**src/rtl/kronecker_driver.sv**
```systemverilog
// kronecker_driver: masks input bytes for a downstream masked zero-test
// and queues unmasked results in a small FIFO.
// Ports: clk, rst_n (async, active-low)
//   in_valid/in_data/in_ready : unmasked byte in
//   reseed/seed               : LFSR reload
//   shr_data/shr_rand         : masked byte and fresh randomness out
//   z_shares                  : masked zero-test result in (LAT later)
//   out_valid/out_z/out_ready : unmasked result out
//   busy                      : bytes in flight or results queued
module kronecker_driver #(
   parameter int          LAT   = 3,
   parameter logic [31:0] SEED  = 32'hACE1_2468,
   parameter int          DEPTH = 4
) (
   input  logic        clk,
   input  logic        rst_n,
   input  logic        in_valid,
   input  logic [7:0]  in_data,
   output logic        in_ready,
   input  logic        reseed,
   input  logic [31:0] seed,
   output logic [15:0] shr_data,
   output logic [2:0]  shr_rand,
   input  logic [1:0]  z_shares,
   output logic        out_valid,
   output logic        out_z,
   input  logic        out_ready,
   output logic        busy
);

   localparam int AW = (DEPTH > 1) ? $clog2(DEPTH) : 1;
   // x^32 + x^22 + x^2 + x + 1, right-shifting Galois form
   localparam logic [31:0] POLY = 32'h8020_0003;

   logic [31:0]      lfsr;
   logic [31:0]      lfsr_nxt;
   logic             run;
   logic [LAT:0]     vld;
   logic [DEPTH-1:0] mem;
   logic [AW-1:0]    wptr;
   logic [AW-1:0]    rptr;
   logic [AW:0]      cnt;
   logic             accept;
   logic             push;
   logic             pop;
   logic [31:0]      total;

   always_comb begin
      lfsr_nxt = {1'b0, lfsr[31:1]} ^ (lfsr[0] ? POLY : 32'h0);
      if (reseed) begin
         // an all-zero state would lock the LFSR
         lfsr_nxt = (seed == 32'h0) ? 32'h1 : seed;
      end
   end

   assign push      = vld[LAT];
   assign pop       = out_valid & out_ready;
   assign accept    = in_valid & in_ready;
   assign out_valid = (cnt != '0);
   assign out_z     = out_valid & mem[rptr];
   assign busy      = (|vld) | out_valid;
   assign shr_rand  = lfsr[10:8];

   // Reserve a FIFO slot for every byte in flight; a pop this
   // cycle frees a slot for a same-cycle accept.
   always_comb begin
      total = 32'(cnt) - 32'(pop);
      for (int i = 0; i <= LAT; i++) begin
         total = total + 32'(vld[i]);
      end
   end

   assign in_ready = run & (total < 32'(DEPTH));

   always_ff @(posedge clk or negedge rst_n) begin
      if (!rst_n) begin
         lfsr     <= SEED;
         run      <= 1'b0;
         shr_data <= '0;
         vld      <= '0;
         mem      <= '0;
         wptr     <= '0;
         rptr     <= '0;
         cnt      <= '0;
      end else begin
         lfsr <= lfsr_nxt;
         run  <= 1'b1;
         // bubbles carry equal shares so no stale byte leaks
         shr_data <= {lfsr[7:0],
                      (accept ? in_data : 8'h00) ^ lfsr[7:0]};
         vld <= (vld << 1) | (LAT+1)'(accept);
         if (push) begin
            // shares recombine only here, never stored apart
            mem[wptr] <= z_shares[1] ^ z_shares[0];
            wptr      <= wptr + AW'(1);
         end
         if (pop) begin
            rptr <= rptr + AW'(1);
         end
         cnt <= cnt + (AW+1)'(push) - (AW+1)'(pop);
      end
   end

endmodule
```
**config.mk**
```make
export PLATFORM = sky130hd
export DESIGN_NAME = kronecker_driver
export DESIGN_NICKNAME = d
export VERILOG_FILES = /design/src/rtl/kronecker_driver.sv
export SDC_FILE = /design/constraint.sdc
export NUM_CORES = 1
export LEC_CHECK = 0
export BUFFER_PORTS_ARGS = -buffer_cell sky130_fd_sc_hd__buf_2
export CORE_ASPECT_RATIO = 0.8
export CORE_MARGIN = 1.5
export CORE_UTILIZATION = 30
export DETAILED_ROUTE_END_ITERATION = 8
export PLACE_DENSITY = 0.46
export SLEW_MARGIN = 20
export SYNTH_ARGS = -nofsm -noshare
export SYNTH_HDL_FRONTEND = slang
export SYNTH_SLANG_ARGS = --single-unit
```
**constraint.sdc**
```tcl
create_clock -name clk -period 3.5 [get_ports clk]
set_input_delay 0.175 -clock clk [delete_from_list [all_inputs] [get_ports clk]]
set_output_delay 0.175 -clock clk [all_outputs]
set_load 0.01 [all_outputs]
```
Word level (Yosys, flattened, before mapping)
Index checks and enable logic that the tools add are counted.
{ "totals": {"output_inout_bits": 23, "reg_bits": 64, "inputBits": 47} }
{ "classes": {"order_cmp": 4, "n_mux": 9, "bitwise_logic": 9, "addsub": 9, "n_reduce_logical": 4} }
{ "ops": {"columns": ["operator", "n"], "rows": [
  ["$mux W32", 3],
  ["$logic_not A32 Y1", 1],
  ["$lt A32 B3 Y1 const B", 1],
  ["$xor A31 B32 Y32", 1],
  ["$add A7 B2 Y8", 1],
  ["$mux W8", 1],
  ["$xor A8 B8 Y8", 1],
  ["$add A6 B2 Y7", 1],
  ["$add A5 B2 Y6", 1],
  ["$lt A2 B3 Y1 const B", 2],
  ["$add A4 B2 Y5", 1],
  ["$add A2 B1 Y2 const B", 2],
  ["$and A1 B1 Y1", 4],
  ["$bwmux W4", 1],
  ["$or A4 B1 Y4", 1],
  ["$reduce_or A4 Y1", 1],
  ["$sub A3 B1 Y4", 1],
  ["$add A3 B1 Y3", 1],
  ["$reduce_bool A3 Y1", 1],
  ["$sub A3 B1 Y3", 1],
  ["$bmux W1 S2", 1],
  ["$demux W1 S2", 1],
  ["$ge A2 B1 Y1 const B", 1],
  ["$mux W1", 2],
  ["other kinds (3)", 3]
]} }

Longest topological paths before layout
Gate-level depths: netlist of the first run.
{ "logic_depth": {"ltp_word": 12, "mapped_depth": 13} }

Worst setup path after synthesis of the first run
OpenSTA, ideal clock, no wires.
{ "synth_timing": {"kind": "register to register", "startpoint": "register cnt[1]", "endpoint": "register vld[0]", "t_arrival_ps": 2600, "period_less_slack_ps": 2666, "stages_incl_launch_ff": 14, "slack_ps": 834, "t_required_ps": 3434, "setup_ps": 66, "cell_sequence": "dfrtp_1 -> inv_1 -> nand3_1 -> nand3_1 -> ha_1 -> ha_1 -> a21oi_1 -> nand2_1 -> nand2_1 -> ha_1 -> buf_1 -> nand2_1 -> nor4_4 -> and2_1"} }
{ "synth_between": {"elab_chain_len": 11} }
{ "synth_rtl": {"columns": ["item", "line", "text"], "rows": [
  ["start: declaration", "42", "logic [AW:0] cnt;"],
  ["start signal: assignment", "100", "cnt <= cnt + (AW+1)'(push) - (AW+1)'(pop);"],
  ["$reduce_bool A3 Y1", "59", "assign out_valid = (cnt != '0);"],
  ["named net out_valid", "25", "output logic out_valid,"],
  ["$and A1 B1 Y1", "57", "assign pop = out_valid & out_ready;"],
  ["$sub A3 B1 Y4", "67", "total = 32'(cnt) - 32'(pop);"],
  ["$add A4 B2 Y5", "69", "total = total + 32'(vld[i]);"],
  ["$add A5 B2 Y6", "69", null],
  ["$add A6 B2 Y7", "69", null],
  ["$add A7 B2 Y8", "69", null],
  ["$lt A32 B3 Y1", "73", "assign in_ready = run & (total < 32'(DEPTH));"],
  ["$and A1 B1 Y1", "73", null],
  ["named net in_ready", "19", "output logic in_ready,"],
  ["$and A1 B1 Y1", "58", "assign accept = in_valid & in_ready;"],
  ["named net accept", "43", "logic accept;"],
  ["$or A4 B1 Y4", "91", "vld <= (vld << 1) | (LAT+1)'(accept);"],
  ["end signal: assignment", "91", null],
  ["end: declaration", "38", "logic [LAT:0] vld;"]
]} }
The timed path passes the listed nets, and every way through them passes these cells.
A chain may end at the register's enable or synchronous reset.

Final worst setup path of the first run
{ "layout_timing": {"startpoint": "register cnt[1]", "endpoint": "output port in_ready"} }
{ "layout_between": {"elab_chain_len": 9} }
{ "layout_rtl": {"columns": ["item", "line"], "rows": [
  ["$reduce_bool A3 Y1", "59"],
  ["$and A1 B1 Y1", "57"],
  ["$sub A3 B1 Y4 *", "67"],
  ["$add A4 B2 Y5 *", "69"],
  ["$add A5 B2 Y6 *", "69"],
  ["$add A6 B2 Y7 *", "69"],
  ["$add A7 B2 Y8 *", "69"],
  ["$lt A32 B3 Y1 *", "73"],
  ["$and A1 B1 Y1 *", "73"],
  ["end: declaration", "19"]
]} }
Every way passes the cells marked *; elsewhere a longest branch is shown, timed or not.

==> impl_metrics.py, run 1 <==
metrics = {
    "outcome": {
        "status": "finished clean",
    },
    "synth": {
        "synthCells": 211,
        "ys_seq_area_share_pct": 57.0,
        "synth_cell_types": 30,
        "synthFlopType": "dfrtp_1",
        "synth_edf_count": 0,
        "syn_avg_cell_area_um2": 13.4,
        "ys_ff_latch": 64,
        "synth_warnings": 0,
        "async_flop_share_pct": 100,
        "synth_area_mm2": 0.00284,
        "synth_fp_nets": 272,
    },
    "timing": {
        "whs_ns": 0.0775,
        "max_freq_mhz": 324,
        "min_period_ns": 3.09,
        "rsz0062_at_grt": "false",
        "period_share_pct": 88.3,
        "worstMarginPinSlew_ns": 0.723,
        "skew_ns": 0.00418,
        "slew_headroom_pct": 51.8,
        "tns_ns": 0,
        "finalMaxSlewViolations": 0,
        "hold_viol": 0,
        "setup_violations": 0,
        "setup_ws_ns": 0.410,
    },
    "final_layout": {
        "antenna_cells": 0,
        "area.growth.synth_to_final_pct": 24.4,
        "multi_input_comb_area_mm2": 0.00111,
        "final_cells": 400,
        "drive_gt1_share_pct": 47.4,
        "ff_latch_area_mm2": 0.00162,
        "fillers": 896,
        "layout.nets": 341,
        "finalInstanceArea_mm2": 0.00353,
        "postLayoutCoreUtil_pct": 38.7,
    },
    "clocking": {
        "cts_sinks": 64,
        "clk-insertion-delay-late_ns": 0.33,
        "cts_buffers": 9,
        "clock_path_buffers": 2,
        "cts_setup_buffers": 0,
        "cts_resized": 0,
        "cts_hold_buf": 1,
        "cts-htree-levels": 3,
        "cts_root_buf": "clkbuf_16",
        "tritoncts": "yes",
        "clk_pin_slew_ns": 0.05,
    },
    "detailed_routing": {
        "ant_nets": 0,
        "wire_per_inst_um": 14.2,
        "drcViolationCount": 0,
        "viasPerCell": 4.51,
        "dr_total_vias": 1803,
        "drtIter0Drc": 69,
        "first_pass_iters": 4,
        "routed_wl_mm": 5.69,
    },
    "setup_path": {
        "cp_max_fo": 9,
        "required_ns": 3.32,
        "worst_r2r_endpoint": "shr_data[0]",
        "crit_type": "register to output pin",
        "reg2reg_slack_ns": 0.73,
        "r2r-start": "cnt[1]",
        "endpoint_kind": "output pin",
        "r2r_cells": 12,
        "cp-start-kind": "register",
        "arrival_ns": 2.91,
    },
    "die": {
        "start_util_pct": 31.1,
        "die_width_um": 112,
        "rows": 31,
        "ios": 70,
        "dieArea_mm2": 0.0101,
        "core-area_mm2": 0.00911,
        "chipHeight_um": 90.0,
    },
    "min_path": {
        "worstHoldStart": "seed[21]",
        "holdPathStages": 3,
        "worstHoldPathType": "input port to register",
        "min_to": "lfsr[21]",
    },
    "global_route": {
        "grt.overflow.total": 0,
        "grt_start_max_net_pins": 36,
        "grt_usage_pct": 12.1,
        "grt_antenna_before_repair": 0,
        "grt_pass1_vias": 1772,
        "grt_pass1_wl_mm": 9.22,
    },
    "power": {
        "p_leak_nw": 1.57,
        "vdd_drop_max_uv": 280,
        "power_mw": 2.26,
        "powerDensity_mw_per_mm2": 639,
    },
    "placed_design": {
        "pre_cts_ws_ns": 0.705,
        "place_inst": 383,
        "dpl.hpwl_mm": 4.16,
        "postPlaceCellArea_mm2": 0.00327,
        "io_buffers": 69,
        "gp_congestion": 0.728,
    },
    "flow_run": {
        "drv_cap": 0,
    },
}
==> cell families (layout without fill, tap and decap cells) <==
family / Yosys count / after routing / synth area share (%)
compound gates: 17 / 17 / 3.39
xor+xnor: 17 / 17 / 5.25
fa+ha+maj: 14 / 14 / 6.70
buf+inv: 24 / 98 / 3.97
flops: 64 / 64 / 57.0
mux: 30 / 30 / 12.3
other cells: 2 / 2 / 0.265
simple gates: 43 / 43 / 11.1
==> worst max-delay path, stage by stage (launching register included) <==
cell,delay [ns]
dfrtp_1,0.40
inv_1,0.13
nand3_1,0.19
nand3_1,0.19
ha_1,0.26
ha_1,0.31
a21oi_1,0.24
nand2_1,0.09
nand2_1,0.07
ha_1,0.26
nand2_1,0.13
nor4_4,0.15
buf_2,0.17
==> registers in the layout (all words and copies together) (netlist names) <==
signal / count
shr_data: 16
mem: 4
lfsr: 32
rptr: 2
cnt: 3
vld: 4
run: 1
wptr: 2
==> cells in the final DEF (no fill, tap or decap), types with 2 or more instances in the layout <==
| cell | count |
|---|---|
| a21oi_1 | 5 |
| a31oi_1 | 4 |
| and2_1 | 2 |
| buf_2 | 69 |
| buf_4 | 2 |
| clkbuf_1 | 6 |
| clkbuf_16 | 9 |
| conb_1 | 2 |
| dfrtp_1 | 51 |
| dfstp_2 | 13 |
| fa_1 | 2 |
| ha_1 | 12 |
| inv_1 | 10 |
| mux2_2 | 29 |
| nand2_1 | 7 |
| nand3_1 | 4 |
| nand4_1 | 10 |
| nor4_1 | 8 |
| nor4_2 | 8 |
| o21ai_0 | 6 |
| xnor2_1 | 5 |
| xor2_1 | 12 |
==> power breakdown <==
part | internal [mW] | total (mW) | leakage [nW] | switching [mW]
combinational | 0.225 | 0.518 | 0.717 | 0.293
clock | 0.479 | 0.773 | 0.122 | 0.294
sequential | 0.883 | 0.965 | 0.734 | 0.0819
==> worst max path at each step <==
stage / slack (ns) / startpoint / to / cells past startpoint
finish: 0.41 / cnt[1] / in_ready / 12
global route: 0.14 / cnt[1] / in_ready / 12
CTS: 0.37 / cnt[1] / in_ready / 12
detailed placement: 0.71 / cnt[1] / shr_data[2] / 12
global placement: 0.80 / cnt[1] / shr_data[2] / 12
floorplan: 0.83 / cnt[1] / vld[0] / 13
==> routing by layer <==
layer / wire length [um] / share of wire [%] / track usage [%]
met1: 2800 / 49 / 17.3
met2: 2410 / 42 / 16.0
met3: 412 / 7.2 / 5.46
met4: 67 / 1.2 / 4.11
met5: 0 / 0 / 0
==> cell type report <==
cell class,instances,area share (%)
multi-input cells,123,31.4
inverters,10,1.06
flip-flops and latches,64,45.8
well taps,115,4.08
clock inverters,1,0.142
clock buffers,15,7.02
repair buffers,72,10.5
==> Yosys cell counts (2+ instances only) <==
cell type	instances	area [um^2]
a21oi_1	5	25.0
ha_1	12	150
nand4_1	10	62.6
nand2_1	7	26.3
dfrtp_1	51	1280
fa_1	2	40.0
nand3_1	4	20.0
o21ai_0	6	30.0
buf_2	3	15.0
buf_4	3	22.5
inv_1	10	37.5
conb_1	2	7.51
nor4_1	8	50.1
xnor2_1	5	43.8
dfstp_2	13	342
mux2_2	29	327
buf_1	4	15.0
xor2_1	12	105
and2_1	2	12.5
a31oi_1	4	25.0
clkbuf_1	3	11.3
nor4_2	8	100
Note: power is estimated with default switching activity, not from simulation.
==> inputs of run 2 (changes only) <==
Settings changed: ABC_AREA set to 1.
==> run 2 against run 1 <==
Effect of this change:
- highest routed layer unchanged
- sequential share of layout area fell by 1.4 points
- utilization up 0.73 points
- critical endpoint unchanged
- synthesized cell count rose by 48%
- synthesized area rose by 2.7%
- hold slack got worse by 0.0052 ns
- setup slack worse by 0.067 ns
- design area grew 3.2%
- clock skew fell by 0.00063 ns
- register-to-register slack worse by 0.09 ns
- clock power grew 5.4%
- die area grew 2.6%
- clock-buffer cell count grew 1
==> impl_metrics.py, run 2 <==
metrics = {
    "timing": {
        "tns_ns": 0,
        "min_period_ns": 3.16,
        "slew_headroom_pct": 54.8,
        "whs_ns": 0.0724,
        "skew_ns": 0.00355,
        "worstMarginPinSlew_ns": 0.677,
        "setup_violations": 0,
        "rsz0062_at_grt": "false",
        "hold_viol": 0,
        "max_freq_mhz": 317,
        "period_share_pct": 90.2,
        "finalMaxSlewViolations": 0,
    },
    "clocking": {
        "cts_root_buf": "clkbuf_16",
        "tritoncts": "yes",
        "clk-insertion-delay-late_ns": 0.32,
        "cts_sinks": 64,
        "cts_resized": 0,
        "cts-htree-levels": 3,
        "clock_path_buffers": 2,
        "clk_pin_slew_ns": 0.05,
        "cts_buffers": 9,
    },
    "detailed_routing": {
        "viasPerCell": 4.35,
        "routed_wl_mm": 6.21,
        "ant_nets": 0,
        "drtIter0Drc": 110,
        "dr_total_vias": 2191,
        "drcViolationCount": 0,
        "first_pass_iters": 4,
        "wire_per_inst_um": 12.3,
    },
    "global_route": {
        "grt.overflow.total": 0,
        "grt_usage_pct": 13.4,
        "grt_pass1_vias": 2217,
        "grt_pass1_wl_mm": 10.7,
        "grt_start_max_net_pins": 50,
        "grt_antenna_before_repair": 0,
    },
    "synth": {
        "synth_warnings": 0,
        "synth_top_area_share_pct": 43.8,
        "synthCells": 312,
        "ys_seq_area_share_pct": 55.5,
        "synth_top_family_by_area": "simple AND/OR/NAND/NOR gates",
        "synth-compound-area-share_pct": 8.33,
        "yosysMostFrequentCell": "nand2_1",
        "synth_xor_area_share_pct": 1.20,
        "synthFlopType": "dfrtp_1",
        "synth_adder_area_share_pct": 6.53,
        "ys_ff_latch": 64,
        "synth-simple-area-share_pct": 19.9,
        "synth_cell_types": 26,
        "synth_edf_count": 0,
        "synth_fp_nets": 373,
        "muxShareOfSynthArea_pct": 0,
        "async_flop_share_pct": 100,
        "syn_avg_cell_area_um2": 9.34,
        "synth_top_cell_by_area": "dfrtp_1",
        "synth_common_cells": "nand2_1 (67), dfrtp_1 (51), inv_1 (47)",
        "synth_area_leaders": "dfrtp_1 (44%), dfstp_2 (12%), nand2_1 (8.6%)",
        "synth_area_mm2": 0.00291,
    },
    "final_layout": {
        "final_cell_mix": "buf_2 (69), nand2_1 (67), dfrtp_1 (51), inv_1 (47), o21ai_0 (34)",
        "drive_gt1_share_pct": 27.8,
        "largestRegisters": "lfsr x32, shr_data x16",
        "ff_latch_area_mm2": 0.00162,
        "fillers": 955,
        "largest_reg_flops": 32,
        "layout.nets": 445,
        "area.growth.synth_to_final_pct": 25.0,
        "multi_input_comb_area_mm2": 0.00105,
        "largest-register": "lfsr",
        "final_common_cell": "buf_2",
        "antenna_cells": 0,
    },
    "flow_run": {
        "drv_cap": 0,
    },
    "min_path": {
        "min_to": "lfsr[6]",
        "worstHoldStart": "seed[6]",
        "holdPathStages": 3,
        "worstHoldPathType": "input port to register",
    },
    "setup_path": {
        "arrival_ns": 2.98,
        "setup.worst_path.start": "cnt[1]",
        "cp-start-kind": "register",
        "r2r-start": "cnt[1]",
        "crit_type": "register to output pin",
        "required_ns": 3.32,
        "r2r_cells": 17,
        "worst_r2r_endpoint": "shr_data[2]",
        "reg2reg_slack_ns": 0.64,
        "endpoint_kind": "output pin",
        "cp_max_fo": 9,
    },
    "die": {
        "chipHeight_um": 91.2,
        "ios": 70,
        "dieArea_mm2": 0.0103,
        "start_util_pct": 31.6,
        "rows": 31,
        "core-area_mm2": 0.00923,
        "die_width_um": 113,
    },
    "power": {
        "p_leak_nw": 1.87,
        "powerDensity_mw_per_mm2": 625,
        "vdd_drop_max_uv": 265,
        "power_mw": 2.28,
    },
    "placed_design": {
        "dpl.hpwl_mm": 4.56,
        "io_buffers": 69,
        "gp_congestion": 0.749,
    },
    "outcome": {
        "status": "finished clean",
    },
}
run 2: kinds of logic after synthesis:
| kind of cell | after synthesis |
|---|---|
| flops | 64 |
| xor+xnor | 4 |
| buf+inv | 60 |
| fa+ha+maj | 14 |
| compound gates | 47 |
| other cells | 2 |
| simple gates | 121 |
run 2: metal layers:
metal  routed length [um]  vias to the layer above  global-route usage [%]
met2                 2710                       53                    19.6
met5                    0                        -                       0
li1                     -                     1131                       -
met4                   49                        0                    4.48
met1                 3050                     1003                    17.6
met3                  399                        4                    5.87
run 2: repair_timing:
item,4_1_cts,5_1_grt
setup buffers,0,0
hold buffers,1,0
hold endpoints to repair,17,0
run 2: stage by stage:
stage / instance area, um^2 / util [%] / std cells / worst slack, ns
after floorplan: 2910 / - / 312 / 0.882
after detailed placement: 3360 / 36.4 / 487 / 0.631
final: 3640 / 39.5 / 504 / 0.343
after CTS: 3640 / 39.5 / 504 / 0.291
after global placement: 3360 / 36.4 / 487 / 0.750
after global routing: 3640 / 39.5 / 504 / 0.0178
run 2: report_power, final:
group          total [mW]  switching, mW  internal (mW)
clock network       0.815          0.296          0.519
registers           0.948         0.0779          0.871
logic               0.513          0.313          0.200
run 2: layout make-up:
type,instances,area share [%]
clock buffer,16,7.45
multi-input combinational,188,29.0
sequential,64,44.4
tap,115,3.95
inverter,49,5.05
timing repair buffer,72,10.2
run 2: worst max-delay path, cell delays in order, from the launching register on:
cell and delay, ns:
dfrtp_1 0.37, inv_1 0.10, nand3_1 0.14, nand2_1 0.09, nor2_1 0.23, inv_1 0.10, ha_1 0.29, ha_1 0.29
nand2_2 0.07, nand2_1 0.09, nand2_1 0.09, ha_1 0.28, nand2_1 0.15, nor2_8 0.08, nand3_4 0.11, inv_1 0.05
buf_2 0.13
run 2: how the worst max path moves through the flow:
stage	to	depth (start not counted)	slack [ns]
after global placement	shr_data[4]	17	0.75
after detailed placement	shr_data[2]	17	0.63
final	in_ready	16	0.34
after floorplan	shr_data[1]	17	0.88
after CTS	in_ready	16	0.29
after global routing	in_ready	16	0.02
